### config.mk
export PLATFORM = sky130hd
export DESIGN_NAME = bootrom_arbiter
export DESIGN_NICKNAME = d
export VERILOG_FILES = /design/src/rtl/bootrom_arbiter.sv
export SDC_FILE = /design/constraint.sdc
export NUM_CORES = 1
export LEC_CHECK = 0
export ABC_CLOCK_PERIOD_IN_PS = 2300
export CAP_MARGIN = 20
export CORE_MARGIN = 2
export CORE_UTILIZATION = 26
export CTS_BUF_LIST = sky130_fd_sc_hd__clkbuf_16
export CTS_CLUSTER_DIAMETER = 40
export DETAILED_ROUTE_END_ITERATION = 16
export GPL_ROUTABILITY_DRIVEN = 0
export HOLD_SLACK_MARGIN = 0.03
export PLACE_DENSITY = 0.88
export REMOVE_ABC_BUFFERS = 1
export SYNTH_ARGS = -nofsm -noshare
export SYNTH_HDL_FRONTEND = slang
export SYNTH_SLANG_ARGS = --single-unit
export TNS_END_PERCENT = 1
### constraint.sdc
create_clock -name clk -period 2.3 [get_ports clk]
set_input_delay 0.46 -clock clk [delete_from_list [all_inputs] [get_ports clk]]
set_output_delay 0.46 -clock clk [all_outputs]
set_load 0.05 [all_outputs]
### src/rtl/bootrom_arbiter.sv
// bootrom_arbiter
//   Shares the single-port boot ROM (512 x 32, registered output, 1-cycle
//   latency) between the CPU instruction-fetch port (I) and the data-load
//   port (D). It arbitrates grants, drives the ROM word address, routes the
//   ROM data back to the port that was granted, and answers D-port writes
//   with a fault.
//
//   Ports
//     clk, reset_n          system clock, async active-low reset
//     i_req/i_addr          fetch request; i_ack grant, i_done/i_rddata response
//     d_req/d_wr/d_addr     data request; d_ack grant, d_done/d_rddata/d_err
//     rom_addr              ROM word address (combinational from the grant)
//     rom_rddata            ROM registered output
//
//   Build option
//     BOOTROM_ARB_RR_EN     defined: round-robin between I and D when both
//                           request. Undefined: D has priority, and I is
//                           granted after MAX_BURST consecutive D grants.
//
//   Owner tag (which response is due next cycle)
//     state     | meaning
//     OWN_NONE  | nothing granted last cycle, no done
//     OWN_I     | I read granted, i_done with ROM data
//     OWN_D     | D read granted, d_done with ROM data
//     OWN_DW    | D write granted, d_done with d_err and zero data

module bootrom_arbiter #(
    parameter logic [31:0] BASE_ADDR = 32'h0000_0000,
    parameter int unsigned MAX_BURST = 4
) (
    input  logic        clk,
    input  logic        reset_n,
    input  logic        i_req,
    input  logic [31:0] i_addr,
    output logic        i_ack,
    output logic        i_done,
    output logic [31:0] i_rddata,
    input  logic        d_req,
    input  logic        d_wr,
    input  logic [31:0] d_addr,
    output logic        d_ack,
    output logic        d_done,
    output logic [31:0] d_rddata,
    output logic        d_err,
    output logic [8:0]  rom_addr,
    input  logic [31:0] rom_rddata
);

    typedef enum logic [1:0] {
        OWN_NONE = 2'd0,
        OWN_I    = 2'd1,
        OWN_D    = 2'd2,
        OWN_DW   = 2'd3
    } owner_e;

    localparam logic [3:0] BURST_LIMIT = 4'(MAX_BURST);

    owner_e     owner_q, owner_d;
    logic [3:0] burst_q, burst_d;
    logic       rr_q, rr_d;          // 1: pointer names D, 0: names I
    logic [8:0] rom_addr_q, rom_addr_d;
    logic       grant_i, grant_d;

    always_ff @(posedge clk or negedge reset_n) begin
        if (!reset_n) begin
            owner_q    <= OWN_NONE;
            burst_q    <= '0;
            rr_q       <= 1'b1;
            rom_addr_q <= '0;
        end else begin
            owner_q    <= owner_d;
            burst_q    <= burst_d;
            rr_q       <= rr_d;
            rom_addr_q <= rom_addr_d;
        end
    end

    always_comb begin
        grant_i = 1'b0;
        grant_d = 1'b0;
        rr_d    = rr_q;
        burst_d = burst_q;

        // Acks are combinational, so they are gated by reset_n to keep every
        // output at 0 while reset is held.
        if (reset_n) begin
            if (i_req && d_req) begin
`ifdef BOOTROM_ARB_RR_EN
                if (rr_q) begin
                    grant_d = 1'b1;
                end else begin
                    grant_i = 1'b1;
                end
                rr_d = ~rr_q;
`else
                if (burst_q == BURST_LIMIT) begin
                    grant_i = 1'b1;
                end else begin
                    grant_d = 1'b1;
                end
`endif
            end else begin
                grant_i = i_req;
                grant_d = d_req;
            end
        end

`ifdef BOOTROM_ARB_RR_EN
        burst_d = '0;
`else
        // Counts D grants made while I is kept waiting; any gap in i_req or
        // any I grant restarts the count.
        if (grant_d && i_req) begin
            burst_d = (burst_q == BURST_LIMIT) ? burst_q : burst_q + 4'd1;
        end else begin
            burst_d = '0;
        end
`endif

        owner_d = OWN_NONE;
        if (grant_i) begin
            owner_d = OWN_I;
        end else if (grant_d) begin
            owner_d = d_wr ? OWN_DW : OWN_D;
        end

        // The ROM is read every cycle; without a grant the address holds.
        rom_addr_d = rom_addr_q;
        if (grant_i) begin
            rom_addr_d = i_addr[10:2];
        end else if (grant_d) begin
            rom_addr_d = d_addr[10:2];
        end
    end

    assign i_ack    = grant_i;
    assign d_ack    = grant_d;
    assign rom_addr = rom_addr_d;

    assign i_done   = (owner_q == OWN_I);
    assign i_rddata = (owner_q == OWN_I) ? rom_rddata : 32'h0;
    assign d_done   = (owner_q == OWN_D) || (owner_q == OWN_DW);
    assign d_err    = (owner_q == OWN_DW);
    assign d_rddata = (owner_q == OWN_D) ? rom_rddata : 32'h0;

    // Accesses outside the ROM window alias into it and are answered
    // normally, so the window compare and the byte-offset bits feed nothing.
    logic unused_addr_bits;
    assign unused_addr_bits = (i_addr[31:11] == BASE_ADDR[31:11])
                            ^ (d_addr[31:11] == BASE_ADDR[31:11])
                            ^ (^i_addr[1:0]) ^ (^d_addr[1:0])
                            ^ (^BASE_ADDR[10:0]);

`ifdef BOOTROM_ARB_RR_EN
    logic unused_burst;
    assign unused_burst = (^burst_q) ^ (^BURST_LIMIT);
`endif

endmodule

### Yosys cells after proc, flatten, opt, wreduce, memory -nomap -nowiden

Cells that the tools add are included.

| storage, ports and cells | value |
|---|---|
| word-level logic and storage cells | 27 |
| output and inout port bits | 78 |
| register bits after elaboration | 15 |
| input port bits | 101 |

| cells by class | value |
|---|---|
| muxes and demuxes | 15 |
| add/sub/neg operators | 1 |
| reductions and logical operators | 3 |
| eq/ne operators | 5 |

Operator list:

| cell | count |
|---|---|
| $mux 32 | 2 |
| $mux 9 | 2 |
| $mux 4 | 2 |
| $mux 1 | 7 |
| $add 4x1->4 const B | 1 |
| $eq 2x2->1 const B | 2 |
| $eq 4x3->1 const B | 1 |
| $mux 2 | 2 |
| $eq 2x1->1 const B | 1 |
| $logic_and 1x1->1 | 2 |
| $ne 2x2->1 const B | 1 |
| $logic_or 1x1->1 | 1 |

### Longest topological paths before layout

Gate-level depths: netlist of the first run.

| depth | value |
|---|---|
| depth after elaboration | 6 |
| mapped depth | 7 |
| depth with buffers taken out | 6 |

### Worst setup path after synthesis of the first run

No wires, ideal clock.

| timing | value |
|---|---|
| kind | reg-to-output |
| start point | reg burst_q[0] |
| end point | out rom_addr[0] |
| arrival | 1.888 ns |
| data required time | 1.840 ns |
| stages on the path, launching flop included | 6 |
| slack | -0.048 ns |
| cell sequence | dfrtp_1 inv_1 ha_1 nand4b_1 nand3_1 a31oi_1 |

| between the ends | value |
|---|---|
| word-level cells in the longest chain between the ends | 6 |

Ends and longest elaborated chain:

| element | RTL line | RTL |
|---|---|---|
| start: declaration | 59 | `logic [3:0] burst_q, burst_d;` |
| start signal: assignment | 72 | `burst_q <= burst_d;` |
| $eq 4x3->1 (*) | 96 | `if (burst_q == BURST_LIMIT) begin` |
| $mux 1 | 96 |  |
| $mux 1 | 87 | `if (i_req && d_req) begin` |
| $mux 1 | 86 | `if (reset_n) begin` |
| $mux 9 | 131 | `end else if (grant_d) begin` |
| $mux 9 (*) | 129 | `if (grant_i) begin` |
| end: declaration | 45 | `output logic [8:0] rom_addr,` |

Every way passes the cells marked *; elsewhere a longest branch is shown, timed or not.

### Worst setup path in the final report of the first run

| timing | value |
|---|---|
| start point | reg burst_q[1] |
| end point | out rom_addr[5] |

The elaborated chain is that of the path after synthesis.

==> results of run 1 <==
==> area by class of cell <==
class,instances,area (um2)
clock buffer,3,75.1
multi-input combinational,123,890
fill,208,708
inverter,3,11.3
timing repair buffer,162,2310
tap,52,65.1
clock inverter,1,5.00
sequential,15,375
==> power breakdown <==
part,switching (mW),internal (mW)
clock,0.115,0.233
sequential,0.0119,0.291
combinational,0.459,0.452
total,0.587,0.976
==> state kept, by name, summed over array words and instances, names as in the netlist <==
| register | flops |
|---|---|
| owner_q | 2 |
| rom_addr_q | 9 |
| burst_q | 4 |
==> cells in the final DEF (no fill, tap or decap), drive strengths merged, types with 2 or more instances in the layout <==
cell	instances
a21o	2
nand3	11
nor2	5
nand2	2
inv	3
buf	106
dfrtp	15
a211oi	9
clkbuf	3
o21ai	9
dlygate4sd2	2
ha	2
and2	66
clkdlybuf4s50	53
a31oi	9
==> per-layer routing <==
layer | part of all wire [%] | routed length [um]
met5 | 0 | 0
met4 | 3.7 | 254
met3 | 7.0 | 481
met2 | 56 | 3820
met1 | 34 | 2310
==> path summary, 6_finish.rpt <==
path / startpoint / depth (start not counted) / to
worst min register to register: burst_q[0]$_DFFE_PN0P_ / 2 / burst_q[0]$_DFFE_PN0P_
max in group asynchronous: reset_n / 3 / burst_q[1]$_DFFE_PN0P_
worst max register to register: burst_q[1]$_DFFE_PN0P_ / 7 / rom_addr_q[4]$_DFF_PN0_
worst max-delay path: burst_q[1]$_DFFE_PN0P_ / 8 / rom_addr[5]
worst min-delay path: reset_n / 2 / rom_addr_q[1]$_DFF_PN0_
min in group clk: burst_q[0]$_DFFE_PN0P_ / 2 / burst_q[0]$_DFFE_PN0P_
==> stage by stage <==
step	setup slack, ns	hold slack (ns)	cell area, um2
2_1_floorplan	-0.717	0.164	1160
3_3_place_gp	-0.221	0.469	3490
3_5_place_dp	-0.261	0.481	3490
4_1_cts	0.00301	0.346	3650
5_1_grt	-0.108	0.369	3740
6_report	-0.0466	0.345	3740
==> worst max-delay path, cell delays in order, from the launching register on <==
cell,delay (ns)
dfrtp_1,0.40
inv_2,0.08
ha_4,0.14
nand3b_1,0.18
buf_6,0.21
a211oi_2,0.26
a31oi_1,0.08
buf_4,0.16
buf_12,0.14
==> synth_stat cells, drive strengths merged <==
cell	instances	area, um2
a211oi	9	67.6
a21o	2	15.0
a31oi	9	56.3
and2	66	413
and2b	1	7.51
and3	1	6.26
and4b	1	10.0
buf	7	40.0
clkbuf	6	22.5
dfrtp	15	375
ha	2	25.0
inv	3	11.3
nand2	2	10.0
nand3	11	55.1
nand3b	1	7.51
nand4b	1	8.76
nor2	5	18.8
nor2b	1	6.26
o21ai	9	45.0
xnor2	1	8.76
xor2	1	8.76
==> cells by family after synthesis <==
family	count (synthesis)	share of synthesized area, %
simple gates	90	44.6
compound gates	29	15.1
buf+inv	16	6.06
flops	15	30.8
xor+xnor	2	1.44
fa+ha+maj	2	2.05
==> timing repair <==
| action | in CTS | in global routing |
|---|---|---|
| setup endpoints to repair | 11 | 9 |
| cloned | 0 | 1 |
| setup buffers | 3 | 1 |
| pin swaps | 2 | 3 |
| gates resized for setup | 17 | 16 |
==> impl_table.tex, run 1 <==
\begin{tabular}{lr}
\hline
Metric & Value \\
\hline
\multicolumn{2}{l}{\textbf{Run status}} \\
\quad Run status & finished with violations \\
\quad Violated checks & setup timing \\
\multicolumn{2}{l}{\textbf{Clock network}} \\
\quad Sinks on the clock net & 15 \\
\quad Clock tree from TritonCTS & built \\
\quad Count of hold buffers inserted by post-cts repair & 0 \\
\quad Clock Latency Late Sink & 0.25 ns \\
\quad Number of buffers created by CTS & 3 \\
\quad Number of H-tree levels & 1 \\
\quad Max Buffers Root-to-Sink & 2 \\
\quad Clock root buffer & clkbuf\_16 \\
\quad Clock input transition at the sequential cells of the worst setup and hold paths & 0.05 ns \\
\multicolumn{2}{l}{\textbf{Finish}} \\
\quad Non-filler cells, final & 359 \\
\quad Area growth from synthesis to final layout & 207\% \\
\quad Diode count & 0 \\
\quad Utilization after layout & 84.1\% \\
\quad Fraction of final layout cells sized beyond drive strength 1 & 42.7\% \\
\quad Final net count & 411 \\
\multicolumn{2}{l}{\textbf{Timing}} \\
\quad Minimum period implied by the final worst setup slack & 2.35 ns \\
\quad Setup repair after global routing missed its margin & true \\
\quad Number of slew-limit violations in the final report & 0 \\
\quad Highest Clock Rate & 426 MHz \\
\quad Worst Clk Skew & 0.00580 ns \\
\quad Worst-Margin Slew & 0.560 ns \\
\quad Relative slew slack & 62.5\% \\
\quad Final cycle utilization of the critical path & 102\% \\
\quad Final setup fails & 7 \\
\quad Setup slack of the critical path after layout & -0.0466 ns \\
\quad Total negative setup slack & -0.275 ns \\
\quad Number of failing hold endpoints at the final stage & 0 \\
\multicolumn{2}{l}{\textbf{Die}} \\
\quad Starting density of the core & 27.4\% \\
\quad Floorplan Core Area & 0.00444 mm2 \\
\quad Die Height & 72.5 um \\
\quad Floorplan row count & 24 \\
\quad Die Span X & 72.5 um \\
\quad Die footprint & 0.00525 mm2 \\
\quad I/O pin total & 179 \\
\multicolumn{2}{l}{\textbf{Global route}} \\
\quad Met3 Usage GRT & 4.03\% \\
\quad Total global-route track usage & 25.4\% \\
\quad Number of antenna violations at the first check in global routing & 0 \\
\quad Grt peak-use layer & met2 \\
\quad GRT met2 Usage & 50.6\% \\
\quad Via count of the first global-routing pass & 1,935 \\
\quad Global Route met1 Usage & 26.7\% \\
\quad First-pass GRT wire length & 10,200 um \\
\quad Final global-route overflow total & 0 \\
\quad Pin count of the biggest net entering global routing & 34 \\
\multicolumn{2}{l}{\textbf{Pwr}} \\
\quad Cell area power density & 418 mW/mm2 \\
\quad Total Power Consumption & 1.56 mW \\
\quad Max rail drop VDD & 0.431 mV \\
\quad Static leakage & 1.58 nW \\
\multicolumn{2}{l}{\textbf{Setup path}} \\
\quad Category of the critical setup timing path & register to output port \\
\quad Crit path capture type & output port \\
\quad Worst EP required & 1.84 ns \\
\quad Critical-path maximum fanout & 5 \\
\quad Data arrival time of the critical path & 1.89 ns \\
\quad Register-to-register setup slack & 0.58 ns \\
\quad Startpoint type of the worst setup path & register \\
\multicolumn{2}{l}{\textbf{Route}} \\
\quad Antenna Nets Post-Route & 0 \\
\quad Vias after detailed routing & 1,850 \\
\quad Detailed Routing Iterations Pass 1 & 4 \\
\quad Routed wire length & 6870 um \\
\quad Routed WL per cell & 19.1 um \\
\quad Count of unresolved DRC violations after routing & 0 \\
\quad Detailed Route Iter0 Violations & 50 \\
\quad Mean number of vias per cell & 5.15 \\
\multicolumn{2}{l}{\textbf{Placement}} \\
\quad Detailed Place HPWL & 5330 um \\
\quad Quantity of I/O buffers inserted on ports & 132 \\
\quad Placed cells & 350 \\
\multicolumn{2}{l}{\textbf{Logic synthesis}} \\
\quad Mean Syn Cell Area & 7.91 um2 \\
\quad Instance count of the mapped netlist & 154 \\
\quad Count of synthesis-stage warnings from yosys & 0 \\
\quad Sequential share of the synthesized area & 30.8\% \\
\quad Yosys reg bits & 15 \\
\quad Total standard cell area after synthesis & 0.00122 mm2 \\
\quad Count of distinct cell types in the synthesized netlist & 24 \\
\multicolumn{2}{l}{\textbf{Min path}} \\
\quad Type of the tightest min-delay check & primary input to asynchronous set/reset pin \\
\multicolumn{2}{l}{\textbf{Run}} \\
\quad Max-cap viol count & 0 \\
\hline
\end{tabular}
No activity file was read; power rests on OpenSTA's default activity.
==> run 2: changes to the inputs <==
--- a/config.mk
+++ b/config.mk
@@ -5,6 +5,7 @@
 export SDC_FILE = /design/constraint.sdc
 export NUM_CORES = 1
 export LEC_CHECK = 0
+export ABC_AREA = 0
 export ABC_CLOCK_PERIOD_IN_PS = 2300
 export CAP_MARGIN = 20
 export CORE_MARGIN = 2
@@ -14,8 +15,9 @@
 export DETAILED_ROUTE_END_ITERATION = 16
 export GPL_ROUTABILITY_DRIVEN = 0
 export HOLD_SLACK_MARGIN = 0.03
-export PLACE_DENSITY = 0.88
+export PLACE_DENSITY_LB_ADDON = 0.1
 export REMOVE_ABC_BUFFERS = 1
+export SLEW_MARGIN = 10
 export SYNTH_ARGS = -nofsm -noshare
 export SYNTH_HDL_FRONTEND = slang
 export SYNTH_SLANG_ARGS = --single-unit
==> impl_table.tex, run 2 (same netlist as run 1, synthesis figures left out) <==
\begin{tabular}{lr}
\hline
Metric & Value \\
\hline
\multicolumn{2}{l}{\textbf{Global route}} \\
\quad Number of antenna violations at the first check in global routing & 0 (unchanged) \\
\quad Total global-route track usage & 23.5\% (was 25.4\%) \\
\quad Final global-route overflow total & 0 (unchanged) \\
\quad First-pass GRT wire length & 9520 um (was 10,200 um) \\
\quad Grt peak-use layer & met2 (unchanged) \\
\quad Global Route met1 Usage & 27.1\% (was 26.7\%) \\
\quad Via count of the first global-routing pass & 1,746 (was 1,935) \\
\quad Pin count of the biggest net entering global routing & 34 (unchanged) \\
\quad Met3 Usage GRT & 4.31\% (was 4.03\%) \\
\quad GRT met2 Usage & 44.5\% (was 50.6\%) \\
\multicolumn{2}{l}{\textbf{Pwr}} \\
\quad Max rail drop VDD & 0.601 mV (was 0.431 mV) \\
\quad Cell area power density & 414 mW/mm2 (was 418 mW/mm2) \\
\quad Static leakage & 1.57 nW (was 1.58 nW) \\
\quad Total Power Consumption & 1.53 mW (was 1.56 mW) \\
\multicolumn{2}{l}{\textbf{Timing}} \\
\quad Total negative setup slack & 0 ns (was -0.275 ns) \\
\quad Relative slew slack & 62.5\% (about the same) \\
\quad Setup slack of the critical path after layout & 0.0319 ns (was -0.0466 ns) \\
\quad Final cycle utilization of the critical path & 98.6\% (was 102\%) \\
\quad Final setup fails & 0 (was 7) \\
\quad Worst Clk Skew & 0.000777 ns (was 0.00580 ns) \\
\quad Number of slew-limit violations in the final report & 0 (unchanged) \\
\quad Highest Clock Rate & 441 MHz (was 426 MHz) \\
\quad Setup repair after global routing missed its margin & true (unchanged) \\
\quad Number of failing hold endpoints at the final stage & 0 (unchanged) \\
\quad Worst-Margin Slew & 0.561 ns (was 0.560 ns) \\
\quad Minimum period implied by the final worst setup slack & 2.27 ns (was 2.35 ns) \\
\multicolumn{2}{l}{\textbf{Route}} \\
\quad Routed wire length & 6350 um (was 6870 um) \\
\quad Vias after detailed routing & 1,739 (was 1,850) \\
\quad Detailed Route Iter0 Violations & 76 (was 50) \\
\quad Count of unresolved DRC violations after routing & 0 (unchanged) \\
\quad Detailed Routing Iterations Pass 1 & 4 (unchanged) \\
\quad Antenna Nets Post-Route & 0 (unchanged) \\
\quad Mean number of vias per cell & 4.83 (was 5.15) \\
\quad Routed WL per cell & 17.6 um (was 19.1 um) \\
\multicolumn{2}{l}{\textbf{Clock network}} \\
\quad Number of H-tree levels & 1 (unchanged) \\
\quad Sinks on the clock net & 15 (unchanged) \\
\quad Clock Latency Late Sink & 0.24 ns (was 0.25 ns) \\
\quad Clock input transition at the sequential cells of the worst setup and hold paths & 0.05 ns (about the same) \\
\quad Number of buffers created by CTS & 3 (unchanged) \\
\quad Max Buffers Root-to-Sink & 2 (unchanged) \\
\quad Clock tree from TritonCTS & built (unchanged) \\
\quad Clock root buffer & clkbuf\_16 (unchanged) \\
\multicolumn{2}{l}{\textbf{Min path}} \\
\quad Type of the tightest min-delay check & primary input to asynchronous set/reset pin (unchanged) \\
\multicolumn{2}{l}{\textbf{Setup path}} \\
\quad Category of the critical setup timing path & register to output port (unchanged) \\
\quad Data arrival time of the critical path & 1.81 ns (was 1.89 ns) \\
\quad Crit path capture type & output port (unchanged) \\
\quad Crit-path max cell delay & 0.39 ns (was 0.40 ns) \\
\quad Critical-path maximum fanout & 7 (was 5) \\
\quad Worst-path cell chain & inv\_2, ha\_4, and4b\_2, buf\_6, o21ai\_1, a31oi\_2, buf\_12 (was inv\_2, ha\_4, nand3b\_1, buf\_6, a211oi\_2, a31oi\_1, buf\_4, buf\_12) \\
\quad Library cell contributing the largest single delay on the critical path & dfrtp\_1 (unchanged) \\
\quad Worst EP required & 1.84 ns (about the same) \\
\quad Startpoint type of the worst setup path & register (unchanged) \\
\multicolumn{2}{l}{\textbf{Finish}} \\
\quad Final net count & 412 (was 411) \\
\quad Largest register by flop count & rom\_addr\_q (unchanged) \\
\quad Number of flip-flops in the largest register & 9 (unchanged) \\
\quad Diode count & 0 (unchanged) \\
\quad Non-filler cells, final & 360 (was 359) \\
\quad Largest registers in the final layout & rom\_addr\_q (9), burst\_q (4), owner\_q (2) (unchanged) \\
\quad Final-layout fill cell count & 234 (was 208) \\
\quad Commonest non-fill, non-tap cell in the layout & buf\_12 (unchanged) \\
\quad Fraction of final layout cells sized beyond drive strength 1 & 41.6\% (was 42.7\%) \\
\quad Highest-count cells in the layout ignoring fill and taps & buf\_12 (76), and2\_1 (66), clkdlybuf4s50\_1 (53) (was buf\_12 (76), and2\_1 (65), clkdlybuf4s50\_1 (53)) \\
\quad Area growth from synthesis to final layout & 204\% (was 207\%) \\
\multicolumn{2}{l}{\textbf{Die}} \\
\quad Die Span X & 72.5 um (unchanged) \\
\quad Starting density of the core & 27.4\% (unchanged) \\
\quad Die footprint & 0.00525 mm2 (unchanged) \\
\quad Floorplan row count & 24 (unchanged) \\
\quad Floorplan Core Area & 0.00444 mm2 (unchanged) \\
\quad I/O pin total & 179 (unchanged) \\
\quad Die Height & 72.5 um (unchanged) \\
\multicolumn{2}{l}{\textbf{Placement}} \\
\quad Setup WS pre-CTS & -0.152 ns (was -0.261 ns) \\
\quad Detailed Place HPWL & 4960 um (was 5330 um) \\
\quad Quantity of I/O buffers inserted on ports & 132 (unchanged) \\
\quad Placed cells & 353 (was 350) \\
\multicolumn{2}{l}{\textbf{Run status}} \\
\quad Run status & finished clean (was finished with violations) \\
\multicolumn{2}{l}{\textbf{Run}} \\
\quad Max-cap viol count & 0 (unchanged) \\
\hline
\end{tabular}
## run 2: cell count changes in the layout (fill, tap and decap cells not counted), moves of 2 or more
cell / previous run / this run
inv_1: 0 / 2
a211oi_1: 3 / 1
a211oi_2: 4 / 7
a31oi_1: 5 / 7
## run 2: final timing paths
check	start	to	slack [ns]	cells after the start
max in group asynchronous	reset_n	rom_addr_q[4]$_DFF_PN0_	1.70	2
max reg2reg	burst_q[1]$_DFFE_PN0P_	burst_q[1]$_DFFE_PN0P_	0.57	8
min	reset_n	rom_addr_q[8]$_DFF_PN0_	0.42	2
min in group clk	burst_q[0]$_DFFE_PN0P_	burst_q[0]$_DFFE_PN0P_	0.54	2
max	burst_q[1]$_DFFE_PN0P_	rom_addr[2]	0.03	7
min reg2reg	burst_q[0]$_DFFE_PN0P_	burst_q[0]$_DFFE_PN0P_	0.54	2
## run 2: per-stage QoR
stage	hold WS (ns)	utilization (%)	area, um2
after global routing	0.450	83.4	3700
after detailed placement	0.485	79.1	3510
after global placement	0.471	79.1	3510
after CTS	0.412	82.3	3660
after floorplan	0.164	-	1160
final	0.424	83.4	3700
## run 2: critical path: cells and delay by family, from the launching register on
kind | cells | cell delay, ns
buf+inv | 3 | 0.40
flops | 1 | 0.39
compound gates | 2 | 0.37
simple gates | 1 | 0.27
fa+ha+maj | 1 | 0.14
## run 2: repair_timing
action	CTS	global route
pin swaps	1	7
hold buffers	0	0
setup buffers	2	1
resized for setup	15	9
endpoints found under the setup margin	10	9
## run 2: metal layers
metal  share of wire (%)  vias to the layer above
li1                    -                      825
met1                  38                      813
met2                  54                       91
met3                 6.3                       10
met4                 1.8                        0
met5                   0                        -
## run 2: report_power, final
part / internal (mW) / switching (mW)
clock: 0.230 / 0.102
sequential: 0.291 / 0.0116
combinational: 0.448 / 0.450
## run 2: area by class of cell
class	count	area [um2]	share of cell area, %
timing repair buffer	163	2320	62.7
multi-input combinational	123	852	23.0
sequential	15	375	10.1
clock buffer	3	75.1	2.03
tap	52	65.1	1.76
inverter	3	11.3	0.304
clock inverter	1	3.75	0.101
